<file path="src/rtl/fp_add_unit.sv">
// fp_add_unit: registered adder/subtractor for a sign-magnitude float
// (1-bit sign, 4-bit unbiased exponent, 8-bit integer fraction, no hidden bit).
// Result is aligned, added, normalised and registered with one cycle latency.
module fp_add_unit (
    input  logic       clk,
    input  logic       rst,
    input  logic       in_valid,
    input  logic       sign1,
    input  logic       sign2,
    input  logic [7:0] frac1,
    input  logic [7:0] frac2,
    input  logic [3:0] exp1,
    input  logic [3:0] exp2,
    output logic       sign_out,
    output logic [7:0] frac_out,
    output logic [3:0] exp_out,
    output logic       out_valid,
    output logic       overflow
);

    logic       big_sign, small_sign;
    logic [7:0] big_frac, small_frac, small_aligned;
    logic [3:0] big_exp, exp_diff;
    logic [8:0] raw_mag;
    logic       raw_sign;
    logic [7:0] mag;
    logic [3:0] mag_exp;
    logic       sat;
    logic [3:0] lz;
    logic [3:0] norm_shift;
    logic       res_sign;
    logic [7:0] res_frac;
    logic [3:0] res_exp;
    logic       res_ovf;

    // Align, add/subtract, resolve carry, then normalise toward bit 7
    always_comb begin
        big_sign      = sign1;
        small_sign    = sign2;
        big_frac      = frac1;
        small_frac    = frac2;
        big_exp       = exp1;
        exp_diff      = exp1 - exp2;
        small_aligned = '0;
        raw_mag       = '0;
        raw_sign      = 1'b0;
        mag           = '0;
        mag_exp       = '0;
        sat           = 1'b0;
        lz            = '0;
        norm_shift    = '0;
        res_sign      = 1'b0;
        res_frac      = '0;
        res_exp       = '0;
        res_ovf       = 1'b0;

        // Operand 1 wins ties on exponent
        if (exp2 > exp1) begin
            big_sign   = sign2;
            small_sign = sign1;
            big_frac   = frac2;
            small_frac = frac1;
            big_exp    = exp2;
            exp_diff   = exp2 - exp1;
        end

        // Truncating alignment; a gap of 8 or more flushes the small operand
        if (exp_diff >= 4'd8)
            small_aligned = '0;
        else
            small_aligned = small_frac >> exp_diff[2:0];

        if (big_sign == small_sign) begin
            raw_mag  = {1'b0, big_frac} + {1'b0, small_aligned};
            raw_sign = big_sign;
        end else if (big_frac >= small_aligned) begin
            raw_mag  = {1'b0, big_frac} - {1'b0, small_aligned};
            raw_sign = big_sign;
        end else begin
            raw_mag  = {1'b0, small_aligned} - {1'b0, big_frac};
            raw_sign = small_sign;
        end

        if (raw_mag[8]) begin
            if (big_exp == 4'd15) begin
                sat     = 1'b1;
                mag     = '1;
                mag_exp = 4'd15;
            end else begin
                mag     = raw_mag[8:1];
                mag_exp = big_exp + 4'd1;
            end
        end else begin
            mag     = raw_mag[7:0];
            mag_exp = big_exp;
        end

        // Leading-zero count: the highest set bit is the last one visited
        for (int unsigned i = 0; i < 8; i++) begin
            if (mag[i])
                lz = 4'(7 - i);
        end

        // Normalisation stops at exponent 0, leaving the result unnormalised
        norm_shift = (lz > mag_exp) ? mag_exp : lz;

        if (sat) begin
            res_sign = raw_sign;
            res_frac = '1;
            res_exp  = 4'd15;
            res_ovf  = 1'b1;
        end else if (mag == 8'd0) begin
            res_sign = 1'b0;
            res_frac = '0;
            res_exp  = '0;
            res_ovf  = 1'b0;
        end else begin
            res_sign = raw_sign;
            res_frac = mag << norm_shift;
            res_exp  = mag_exp - norm_shift;
            res_ovf  = 1'b0;
        end
    end

    // Output registers: load on valid input, otherwise hold the last result
    always_ff @(posedge clk) begin
        if (rst) begin
            sign_out  <= 1'b0;
            frac_out  <= '0;
            exp_out   <= '0;
            overflow  <= 1'b0;
            out_valid <= 1'b0;
        end else begin
            out_valid <= in_valid;
            if (in_valid) begin
                sign_out <= res_sign;
                frac_out <= res_frac;
                exp_out  <= res_exp;
                overflow <= res_ovf;
            end
        end
    end

endmodule

</file>
<file path="config.mk">
export PLATFORM = sky130hd
export DESIGN_NAME = fp_add_unit
export DESIGN_NICKNAME = d
export VERILOG_FILES = /design/src/rtl/fp_add_unit.sv
export SDC_FILE = /design/constraint.sdc
export NUM_CORES = 1
export LEC_CHECK = 0
export ABC_AREA = 0
export CORE_ASPECT_RATIO = 2
export CORE_MARGIN = 5
export CORE_UTILIZATION = 50
export CTS_BUF_LIST = sky130_fd_sc_hd__clkbuf_16
export DETAILED_ROUTE_END_ITERATION = 16
export MAX_ROUTING_LAYER = met4
export PLACE_DENSITY = 0.7
export SYNTH_ARGS = -nofsm -noshare
export SYNTH_HDL_FRONTEND = slang
export SYNTH_SLANG_ARGS = --single-unit
</file>
<file path="constraint.sdc">
create_clock -name clk -period 26.8 [get_ports clk]
set_input_delay 2.68 -clock clk [delete_from_list [all_inputs] [get_ports clk]]
set_output_delay 2.68 -clock clk [all_outputs]
set_load 0.02 [all_outputs]
</file>
## After elaboration in Yosys (flattened, before gate mapping)

Index checks and enable logic that the tools add are counted.

- Add/subtract/negate cells: 7
- Magnitude comparators: 4
- Equal/unequal tests: 2
- Shift-type cells: 2
- Multiplexer cells: 33
- Reductions and logical operators: 1

Operators with widths:

| kind | number |
|---|---|
| $mux 4 | 14 |
| $mux 8 | 6 |
| $mux 9 | 2 |
| $sub 8x8->9 | 2 |
| $sub 4x4->4 | 3 |
| $add 8x8->9 | 1 |
| $mux 1 | 9 |
| $ge 8x8->1 | 1 |
| $gt 4x4->1 | 2 |
| $logic_not 8->1 | 1 |
| $shl 8x4->8 | 1 |
| $shr 8x3->8 | 1 |
| $mux 7 | 1 |
| $add 4x1->4 const B | 1 |
| $eq 4x4->1 const B | 1 |
| $ge 4x4->1 const B | 1 |
| $mux 3 | 1 |
| $eq 1x1->1 | 1 |

- Flip-flop bits (word level): 15
- Bits of input ports: 29
- Output and inout bits: 15
- Word-level logic and storage cells: 54

## Longest topological paths before layout

Gate-level depths: netlist of the first run.

- Word-level depth: 22
- Depth in mapped cells: 48
- Mapped depth without buffers: 43

## Worst setup path before layout of the first run

Ideal clock, no wire load.

- Path kind: input -> register
- Start: in exp2[0]
- End: reg exp_out[2]
- Arrival time: 10.930 ns
- Data required time: 26.672 ns
- Setup slack: 15.743 ns
- Stages on the path: 44
- Cells stage by stage: inv_1 -> ha_1 -> fa_1 -> nor2b_1 -> o21a_1 -> o21a_1 -> buf_2 -> buf_1 -> buf_1 -> mux2i_1 -> mux2i_1 -> mux2i_1 -> nand2_1 -> nand3_1 -> inv_1 -> ha_1 -> inv_1 -> fa_1 -> [8 not listed] -> o31a_1 -> ha_1 -> nor2b_1 -> o21ai_0 -> a32oi_1 -> inv_1 -> or3_1 -> inv_1 -> or4_1 -> buf_2 -> o31ai_4 -> ha_1 -> inv_1 -> fa_1 -> xnor2_1 -> a21oi_1 -> mux2i_1 -> nor2_1

- Cells in the longest elaborated chain, start to end: 22
- Elaborated cells between the ends (all ways): 41
- Those cells by class: add/sub: 7; order compare: 4; eq/ne: 2; shift: 1; mux: 26; reduce/logical: 1

RTL lines:

| what | line | source |
|---|---|---|
| from (decl) | 13 | `input logic [3:0] exp2,` |
| $sub 4x4->4, or another cell as far along | 43 | `exp_diff = exp1 - exp2;` |
| $mux 4 / $mux 8 (equally long branches) | 58 | `if (exp2 > exp1) begin` |
| $ge 4x4->1 / $shr 8x3->8 (equally long branches) | 68, 71 |  |
| $mux 8 | 68 | `if (exp_diff >= 4'd8)` |
| $sub 8x8->9, or another cell as far along | 80 | `raw_mag = {1'b0, small_aligned} - {1'b0, big_frac};` |
| $mux 9 | 76 | `end else if (big_frac >= small_aligned) begin` |
| $mux 9 | 73 | `if (big_sign == small_sign) begin` |
| $mux 7 | 85 | `if (big_exp == 4'd15) begin` |
| $mux 8 | 84 | `if (raw_mag[8]) begin` |
| $mux 3 | 100 | `if (mag[i])` |
| $mux 4 (7 in series) | 100 |  |
| $gt 4x4->1 | 105 | `norm_shift = (lz > mag_exp) ? mag_exp : lz;` |
| $mux 4 | 105 |  |
| $sub 4x4->4 | 120 | `res_exp = mag_exp - norm_shift;` |
| $mux 4 | 112 | `end else if (mag == 8'd0) begin` |
| $mux 4 (*) | 107 | `if (sat) begin` |
| to (signal assigned) | 138 | `exp_out <= res_exp;` |
| to (decl) | 16 | `output logic [3:0] exp_out,` |

Mark *: on every way between the ends. The rest lies on a longest branch, timed or not.
A chain may end at the register's enable or synchronous reset.

## Final worst setup path of the first run

Same ends and word-level chain as after synthesis.

==> metrics, run 1 <==
IO Count 44; asr flop ratio synth 0%; WHS 0.478 ns; total negative slack 0 ns; remaining global-route overflow 0; Worst-path clk slew 0.05 ns; TritonCTS clock tree yes; post-CTS setup buffers 0; reg2reg end frac_out[3]; Yosys Warn Count 0; pwr/cell area 93.1 nW/um^2; sink count of the clock tree 15; dominant synthesized flop cell dfxtp_1; Crit Path Max Fanout 31; area added between synthesis and finish 13.9%; largest net degree at the start of global routing 32; CP peak stage delay 0.74 ns; Placer Congestion 0.952; grt met1 use 28.0%; final setup margin 14.36 ns; DRC Markers 0; LEAKAGE 1.95 nW; drt pass-1 iters 5; Post-Syn Area 3950 sq um; Ant. Diodes 0; Synth cell types 80; Setup Viol. Count Final 0; total global routing track utilization 22.2%; Port Buffers 43; synthesis-stage register bit count 15; M2 GR Usage 36.8%; # fillers 804; fin nets 624; post-synth top area share 12.0%; core area 7830 sq um; Max-cap violations 0; share of cells above drive strength 1 9.27%; CP most frequent cell inv_1; Initial Util 50.4%; clk buf depth 2; die height 136 um; top cells by area, synth ha_1 (12%), mux2i_1 (8.4%), dfxtp_1 (7.6%); layer with the highest usage met2; Initial DRC Count 283; Max VDD drop 0.0606 mV; Place WS 14.17 ns; end of the worst hold path overflow; TritonCTS buffer count 3; clock skew 0 ns; Routed WL 10900 um; crit share post-route 46.4%; worst hold stages 2; DIE WIDTH 72.8 um; Via-to-Cell Ratio 6.27; dpl hpwl 8790 um; vias in the first global route 3864; Slew headroom 43.0%; post-route ant nets 0; Syn Inst Count 520; status complete, no violations; CTS H-tree lvls 1; most numerous cell in the Yosys netlist nor2_1; Clk Latency, worst-skew pair 0.24 ns; required time of the critical path 26.91 ns; endpoints failing hold 0; CTS Root Cell clkbuf_16; EDFF count, synth 0; flip-flop and latch area 300 sq um; Synth area leader ha_1; total vias in the final route 4050; r2r setup slk 26.00 ns; f_max 80.4 MHz; num rows 46; number of hold buffers added after CTS 0; initial antenna violation count 0; CP max stage cell or3_1; first-pass GRT wire length 17600 um; Pins Over Slew Limit 0; Worst setup EP type flip-flop; Mapped Nets 593; met3 usage 2.82%; Mapped Avg Cell Area 7.59 sq um; Post-synth top cells nor2_1 (53), inv_1 (47), ha_1 (38); Die ar. 9880 sq um; CTS resizes 0; worst-margin pin slew 0.856 ns; minimum clock period 12.44 ns; hold path start overflow; Reg2Reg Depth 3; Crit Path Class input port to flip-flop; worst r2r src frac_out[3]; Arr. time, crit path 12.55 ns; RSZ-0062 raised after global routing no; sequential-to-total area share from yosys stat 7.61%; WL/cell 16.9 um; Critical Path Start Type input port; Multi-input gate area 3350 sq um; Hold WC Path Type flip-flop to flip-flop
[cell usage in the layout, fill, tap and decap left out, types with 7 or more instances in the layout]
master and n:
a21o_1 13, a21oi_1 31, a31oi_1 7, and3_1 9, clkdlybuf4s50_1 43, dfxtp_1 15
ha_1 38, inv_1 47, mux2_2 11, mux2i_1 33, nand2_1 32, nand2b_1 8
nand3_1 18, nor2_1 53, nor2b_1 9, nor3_1 9, o211ai_1 14, o21ai_0 18
or3_1 8, xnor2_1 7
[layout make-up]
class	count	share of cell area, %
well taps	96	2.67
multi-input cells	435	74.5
inverters	48	4.01
clock inverters	1	0.111
repair buffers	48	10.4
clock buffers	3	1.67
flip-flops and latches	15	6.68
[worst max path at each step]
stage | from | slack, ns | endpoint
6_report | exp2[0] | 14.36 | exp_out[2]
2_1_floorplan | exp2[0] | 15.74 | exp_out[2]
4_1_cts | exp2[0] | 14.40 | exp_out[2]
3_5_place_dp | exp2[0] | 14.17 | exp_out[2]
5_1_grt | exp2[0] | 13.54 | exp_out[2]
3_3_place_gp | exp2[0] | 14.31 | exp_out[2]
[routing by layer]
layer / wire length (um) / vias up
met1: 4760 / 1882
met5: 0 / -
li1: - / 1997
met2: 5240 / 144
met4: 338 / 0
met3: 584 / 27
[through the flow]
step	util (%)	cells	total power, W	instance area (sq um)
after floorplan	-	520	0.000309	3950
after global placement	56.4	642	0.000384	4420
after detailed placement	56.4	642	0.000384	4420
after CTS	57.4	646	0.000415	4500
after global routing	57.4	646	0.000455	4500
final	57.4	646	0.000418	4500
[where the power goes]
| group | switching, W | internal, W |
|---|---|---|
| Sequential | 0.00000349 | 0.0000298 |
| Clock | 0.00000878 | 0.0000199 |
| Combinational | 0.000214 | 0.000143 |
[cells by family after synthesis]
kind of cell             count (synthesis)  share of synthesized area, %
flip-flops                              15                          7.61
AO/OA/AOI/OAI                          163                          33.2
adder cells (fa/ha/maj)                 44                          15.1
XOR/XNOR                                 8                          1.78
buffers and inverters                   70                          7.58
multiplexers                            47                          12.7
AND/OR/NAND/NOR                        173                          22.1
[worst max-delay path: cells and delay by family]
kind	cells	cell delay, ns
simple gates	9	2.44
compound gates	11	2.40
fa+ha+maj	7	1.99
buf+inv	8	1.35
mux	4	0.90
xor+xnor	2	0.75
[flip-flops by register name, summed over array words and instances (netlist names)]
| name | flops |
|---|---|
| exp_out | 4 |
| frac_out | 8 |
| sign_out | 1 |
| out_valid | 1 |
| overflow | 1 |
(Power assumes the default switching activity.)
==> run 2, diff against run 1 <==
Settings changed: PLACE_DENSITY 0.7 to 0.73.
Clock period 26.8 ns to 10.4 ns, I/O delays scaled along.
==> run 2 against run 1 <==
Net effect:
- first-iteration DRC count down 20%
- cell area rose by 1.4%
- sequential share of layout area shrank 0.092 points
- clock skew did not move
- combinational power grew to 2.7 times the previous value
- clock power is 150% higher
- largest cell class unchanged
- largest power group unchanged
==> metrics, run 2 (synthesized netlist as in run 1, its figures left out) <==
status complete, no violations; Port Buffers 43 (unchanged); Place WS 0.398 ns (-13.77 ns); fin nets 630 (+0.96%); crit share post-route 93.4%; drt pass-1 iters 7 (+2); Max-cap violations 0 (unchanged); IO Count 44 (unchanged); RSZ-0062 raised after global routing no; Placer Congestion 0.969 (+1.8%); share of cells above drive strength 1 10.4% (+1.2 points); die height 136 um (unchanged); TritonCTS clock tree yes; num rows 46 (unchanged); cell area after layout 4560 sq um (+1.4%); Initial DRC Count 225 (-20%); total global routing track utilization 23.6% (+1.3 points); Crit Path Class input port to flip-flop; total vias in the final route 4148 (+2.4%); WHS 0.473 ns (-0.00490 ns); Via-to-Cell Ratio 6.36 (+1.5%); CP max stage cell or4_1; vias in the first global route 3948 (+2.2%); post-route ant nets 0 (unchanged); Critical Path Start Type input port; DIE WIDTH 72.8 um (unchanged); worst-margin pin slew 0.935 ns (+0.0794 ns); Arr. time, crit path 9.82 ns (-2.73 ns); total negative slack 0 ns (unchanged); Max VDD drop 0.180 mV (+200%); remaining global-route overflow 0 (unchanged); WL/cell 17.6 um (+3.8%); Worst-path clk slew 0.04 ns (about the same); Setup Viol. Count Final 0 (unchanged); most common cell after layout, fill and taps aside nor2_1; # fillers 789 (-1.9%); final setup margin 0.681 ns (-13.68 ns); f_max 103 MHz; Hold WC Path Type flip-flop to flip-flop; CP peak stage delay 0.64 ns (-0.10 ns); Slew headroom 37.5% (-5.5 points); Die ar. 9880 sq um (unchanged); Crit Path Max Fanout 10 (-68%); required time of the critical path 10.51 ns (-16.40 ns); Ant. Diodes 0 (unchanged); Initial Util 50.4% (unchanged); post-CTS setup buffers 0 (unchanged); CTS resizes 0 (unchanged); sink count of the clock tree 15 (unchanged); CTS H-tree lvls 1 (unchanged); Pins Over Slew Limit 0 (unchanged); most flop-heavy register frac_out; dpl hpwl 9240 um (+5.2%); commonest cells after routing, fill and taps aside nor2_1 (53), inv_1 (48), clkdlybuf4s50_1 (43), ha_1 (38); area added between synthesis and finish 15.5%; Clk Latency, worst-skew pair 0.24 ns (about the same); LEAKAGE 1.98 nW (+1.9%); WP buf/inv 6 (-2); first-pass GRT wire length 18900 um (+7.2%); crit-path leading delay family compound AO/OA/AOI/OAI gates; minimum clock period 9.72 ns; largest registers frac_out: 8 flops, exp_out: 4 flops; clk buf depth 2 (unchanged); largest net degree at the start of global routing 21 (-34%); core area 7830 sq um (unchanged); endpoints failing hold 0 (unchanged); pwr/cell area 244 nW/um^2 (+160%); DRC Markers 0 (unchanged); CTS Root Cell clkbuf_16; clock skew 0 ns (unchanged); TritonCTS buffer count 3 (unchanged); Area after DPL 4460 sq um (+1.0%); number of hold buffers added after CTS 0 (unchanged); Worst setup EP type flip-flop; max FFs per register 8 (unchanged); Routed WL 11400 um (+4.7%); initial antenna violation count 0 (unchanged)
[run 2: cell type report]
type	instances	area (sq um)	share of cell area [%]
multi-input cells	435	3370	73.8
inverters	48	180	3.95
repair buffers	54	513	11.3
clock buffers	3	75.1	1.65
flip-flops and latches	15	300	6.59
clock inverters	1	3.75	0.0823
well taps	96	120	2.64
[run 2: worst reg2reg max path, cell delays in order, from the launching register on]
cell	delay, ns
dfxtp_1	0.30
nor2b_1	0.12
a31oi_1	0.17
a21oi_1	0.08
[run 2: through the flow]
| stage | utilization [%] | total power (W) | instances |
|---|---|---|---|
| CTS | 58.0 | 0.00110 | 652 |
| global route | 58.2 | 0.00120 | 652 |
| global placement | 57.0 | 0.00102 | 648 |
| floorplan | - | 0.000796 | 520 |
| finish | 58.2 | 0.00111 | 652 |
| detailed placement | 57.0 | 0.00102 | 648 |
[run 2: where the power goes]
part | internal, W | switching (W)
sequential | 0.0000770 | 0.00000986
clock | 0.0000506 | 0.0000203
combinational | 0.000385 | 0.000568
total | 0.000512 | 0.000598
[run 2: routing by layer]
metal	part of all wire, %	vias up	GRT usage [%]
met5	0	-	-
met4	2.2	0	4.41
met3	4.9	26	2.01
met2	49	152	39.8
met1	43	1962	30.6
li1	-	2008	-
[run 2: worst paths after layout]
check | startpoint | endpoint | slack [ns] | depth (start not counted)
worst min register to register | overflow | overflow | 0.47 | 2
worst min-delay path | overflow | overflow | 0.47 | 2
worst max-delay path | exp1[2] | exp_out[2] | 0.68 | 37
worst max register to register | frac_out[3] | frac_out[3] | 9.58 | 3
==> variant: new RTL, settings of run 2 <==
Add an input register stage for `exp2`, cleared by the reset; this delays it by one clock. The other inputs are not delayed to match.
--- a/src/rtl/fp_add_unit.sv
+++ b/src/rtl/fp_add_unit.sv
@@ -18,4 +18,14 @@
     output logic       overflow
 );
+
+    logic [3:0] exp2_q;
+
+    always_ff @(posedge clk) begin
+        if (rst) begin
+            exp2_q <= '0;
+        end else begin
+            exp2_q <= exp2;
+        end
+    end
 
     logic       big_sign, small_sign;
@@ -41,5 +51,5 @@
         small_frac    = frac2;
         big_exp       = exp1;
-        exp_diff      = exp1 - exp2;
+        exp_diff      = exp1 - exp2_q;
         small_aligned = '0;
         raw_mag       = '0;
@@ -56,11 +66,11 @@
 
         // Operand 1 wins ties on exponent
-        if (exp2 > exp1) begin
+        if (exp2_q > exp1) begin
             big_sign   = sign2;
             small_sign = sign1;
             big_frac   = frac2;
             small_frac = frac1;
-            big_exp    = exp2;
-            exp_diff   = exp2 - exp1;
+            big_exp    = exp2_q;
+            exp_diff   = exp2_q - exp1;
         end
 
Behaviour: not the same (Yosys sat finds a counterexample within 4 cycles, from zero or initial values and one cycle with rst high).
==> variant against run 2 <==
- combinational power down 20%
- wire length down 5.2%
- area after synthesis down 7.8%
- die area down 7.0%
- power down 15%
- sequential cell count up 4
- sequential power up 19%
- register-to-register slack worse by 7800 ps
- first-iteration DRC count down 15%
- non-clock buffer count down 3
- design area down 8.3%
- sequential share of layout area up 2.5 points
- worst setup slack better by 140 ps
- critical path depth down 2
- critical endpoint is now exp_out[3]
- largest cell class unchanged
==> variant: results (changes against run 2) <==
| Result | Value | Unit | vs run 2 |
|:---|:---|:---|:---|
| Outcome | completed | - |  |
| Routed wl met2 | 6150 | um | +8.8% |
| Commonest cells in the synthesized netlist | sky130_fd_sc_hd__a21oi_1, sky130_fd_sc_hd__ha_1, sky130_fd_sc_hd__inv_1, sky130_fd_sc_hd__nor2_1, sky130_fd_sc_hd__nand2_1 | - |  |
| Skew final | 1.15 | ps | +1.15 ps |
| Met2 Usage GRT | 0.482 | - | +0.0839 |
| Grt met3 use | 0.0222 | - | +0.00215 |
| Syn_nets | 542 | - | -8.6% |
| P_leak | 1.77 | nW | -11% |
| Detailed-router iteration count before antenna repair | 5 | - | -2 |
| Share of cells above drive strength 1 | 0.113 | - | +0.00878 |
| Hold path endpoint | exp_out[2] | - |  |
| Slowest cell delay on critical path | 660 | ps | +20 ps |
| Wire length the detailed router placed on met1 | 3390 | um | -32% |
| Start point of the worst min-delay path | exp_out[2] | - |  |
| Mean post-synth cell area | 7.76 | um2 | +2.2% |
| Peak supply drop | 89.8 | uV | -50% |
| Placed wire-length estimate | 9270 | um | +0.25% |
| Signal arrival time at the worst endpoint | 9750 | ps | -70 ps |
| Switching Fraction | 0.521 | - | -0.0180 |
| Violation count after the first detailed-routing iteration | 192 | - | -15% |
| Wire length per cell | 18.2 | um | +3.7% |
| Worst max-slew margin expressed relative to the limit | 0.450 | - | +0.0755 |
| Register area share after synthesis | 0.105 | - | +0.0284 |
| GRT Total Usage | 0.243 | - | +0.00674 |
| Met1 layer usage reported by global route | 0.194 | - | -0.112 |
| Via-per-instance ratio | 6.17 | - | -2.9% |
| Slowest CP cell | sky130_fd_sc_hd__o31ai_1 | - |  |
| Critical R2R Capture | exp_out[3] | - |  |
| Startpoint of the worst-slack reg-to-reg timing path | exp2_q[0] | - |  |
| CTS H-tree lvls | 1 | - | unchanged |
| Fillcell total | 709 | - | -10% |
| Number of nets in the finished design | 578 | - | -8.3% |
| Async set or reset register ratio after synthesis | 0 | - | unchanged |
| Maximum fanout count along the critical path | 15 | - | +5 |
| Largest cells by area after synthesis | sky130_fd_sc_hd__ha_1, sky130_fd_sc_hd__dfxtp_1, sky130_fd_sc_hd__mux2i_1 | - |  |
| Global placer's final weighted congestion | 0.972 | - | +0.32% |
| Wire length of the first global-routing pass | 17,300 | um | -8.5% |
| Vias post-DR | 3,680 | - | -11% |
| Total of warnings raised by yosys | 0 | - | unchanged |
| Worst reg-to-reg path cell count | 35 | - | +32 |
==> variant: cell count changes after synthesis, moves of 4 or more <==
cell and change:
sky130_fd_sc_hd__o311ai_0 -5, sky130_fd_sc_hd__and3_1 -5, sky130_fd_sc_hd__o211ai_1 -5, sky130_fd_sc_hd__nor2_1 -15, sky130_fd_sc_hd__mux2i_1 -7, sky130_fd_sc_hd__nand2b_1 -7, sky130_fd_sc_hd__dfxtp_1 +4, sky130_fd_sc_hd__inv_1 -9
sky130_fd_sc_hd__buf_2 -4, sky130_fd_sc_hd__a21oi_1 +9, sky130_fd_sc_hd__nand3_1 +6, sky130_fd_sc_hd__or3_1 -7, sky130_fd_sc_hd__buf_6 +6, sky130_fd_sc_hd__a211oi_1 +5
==> variant: worst max path at each step <==
| stage | start | to | slack, ps | cells past startpoint |
|---|---|---|---|---|
| 2_1_floorplan | exp1[0] | exp_out[3] | 1820 | 42 |
| 4_1_cts | exp1[0] | exp_out[3] | 950 | 37 |
| 5_1_grt | exp1[0] | exp_out[3] | 130 | 37 |
| 6_report | exp1[0] | exp_out[3] | 830 | 35 |
| 3_3_place_gp | exp1[0] | exp_out[3] | 820 | 35 |
| 3_5_place_dp | exp1[0] | exp_out[3] | 720 | 39 |
==> variant: power groups by stage <==
stage	clock network [mW]	logic [mW]	registers [mW]
2_1_floorplan	0	0.543	0.126
4_1_cts	0.0806	0.751	0.103
5_1_grt	0.0842	0.826	0.105
6_report	0.0795	0.760	0.103
3_3_place_gp	0	0.739	0.103
3_5_place_dp	0	0.747	0.104
==> variant: logic make-up after synthesis <==
| kind of cell | after synthesis | share of synthesized area |
|---|---|---|
| buffers and inverters | 60 | 0.0818 |
| XOR/XNOR | 9 | 0.0258 |
| adder cells (fa/ha/maj) | 44 | 0.164 |
| AO/OA/AOI/OAI | 147 | 0.294 |
| multiplexers | 36 | 0.102 |
| AND/OR/NAND/NOR | 154 | 0.227 |
| flip-flops | 19 | 0.105 |
==> variant: layout make-up <==
class,instances,area share
multi-input combinational,390,0.709
inverter,40,0.0359
timing repair buffer,51,0.117
sequential,19,0.0910
tap,92,0.0275
clock buffer,3,0.0180
clock inverter,1,0.00180
==> variant: critical path: cells and delay by family <==
family | cells | cell delay [ps]
adders and majority gates | 4 | 1540
buffers and inverters | 3 | 900
AOI/OAI and AO/OA | 13 | 3350
and+or+nand+nor | 12 | 1930
xor gates and xnor gates | 1 | 180
muxes | 2 | 740
==> variant: through the flow <==
step	setup slack, ps	cell area, um2	power [mW]	hold slack (ps)
2_1_floorplan	1820	3640	0.669	537
3_3_place_gp	825	4100	0.843	451
3_5_place_dp	724	4100	0.852	455
4_1_cts	954	4180	0.935	462
5_1_grt	133	4180	1.02	482
6_report	826	4180	0.942	460
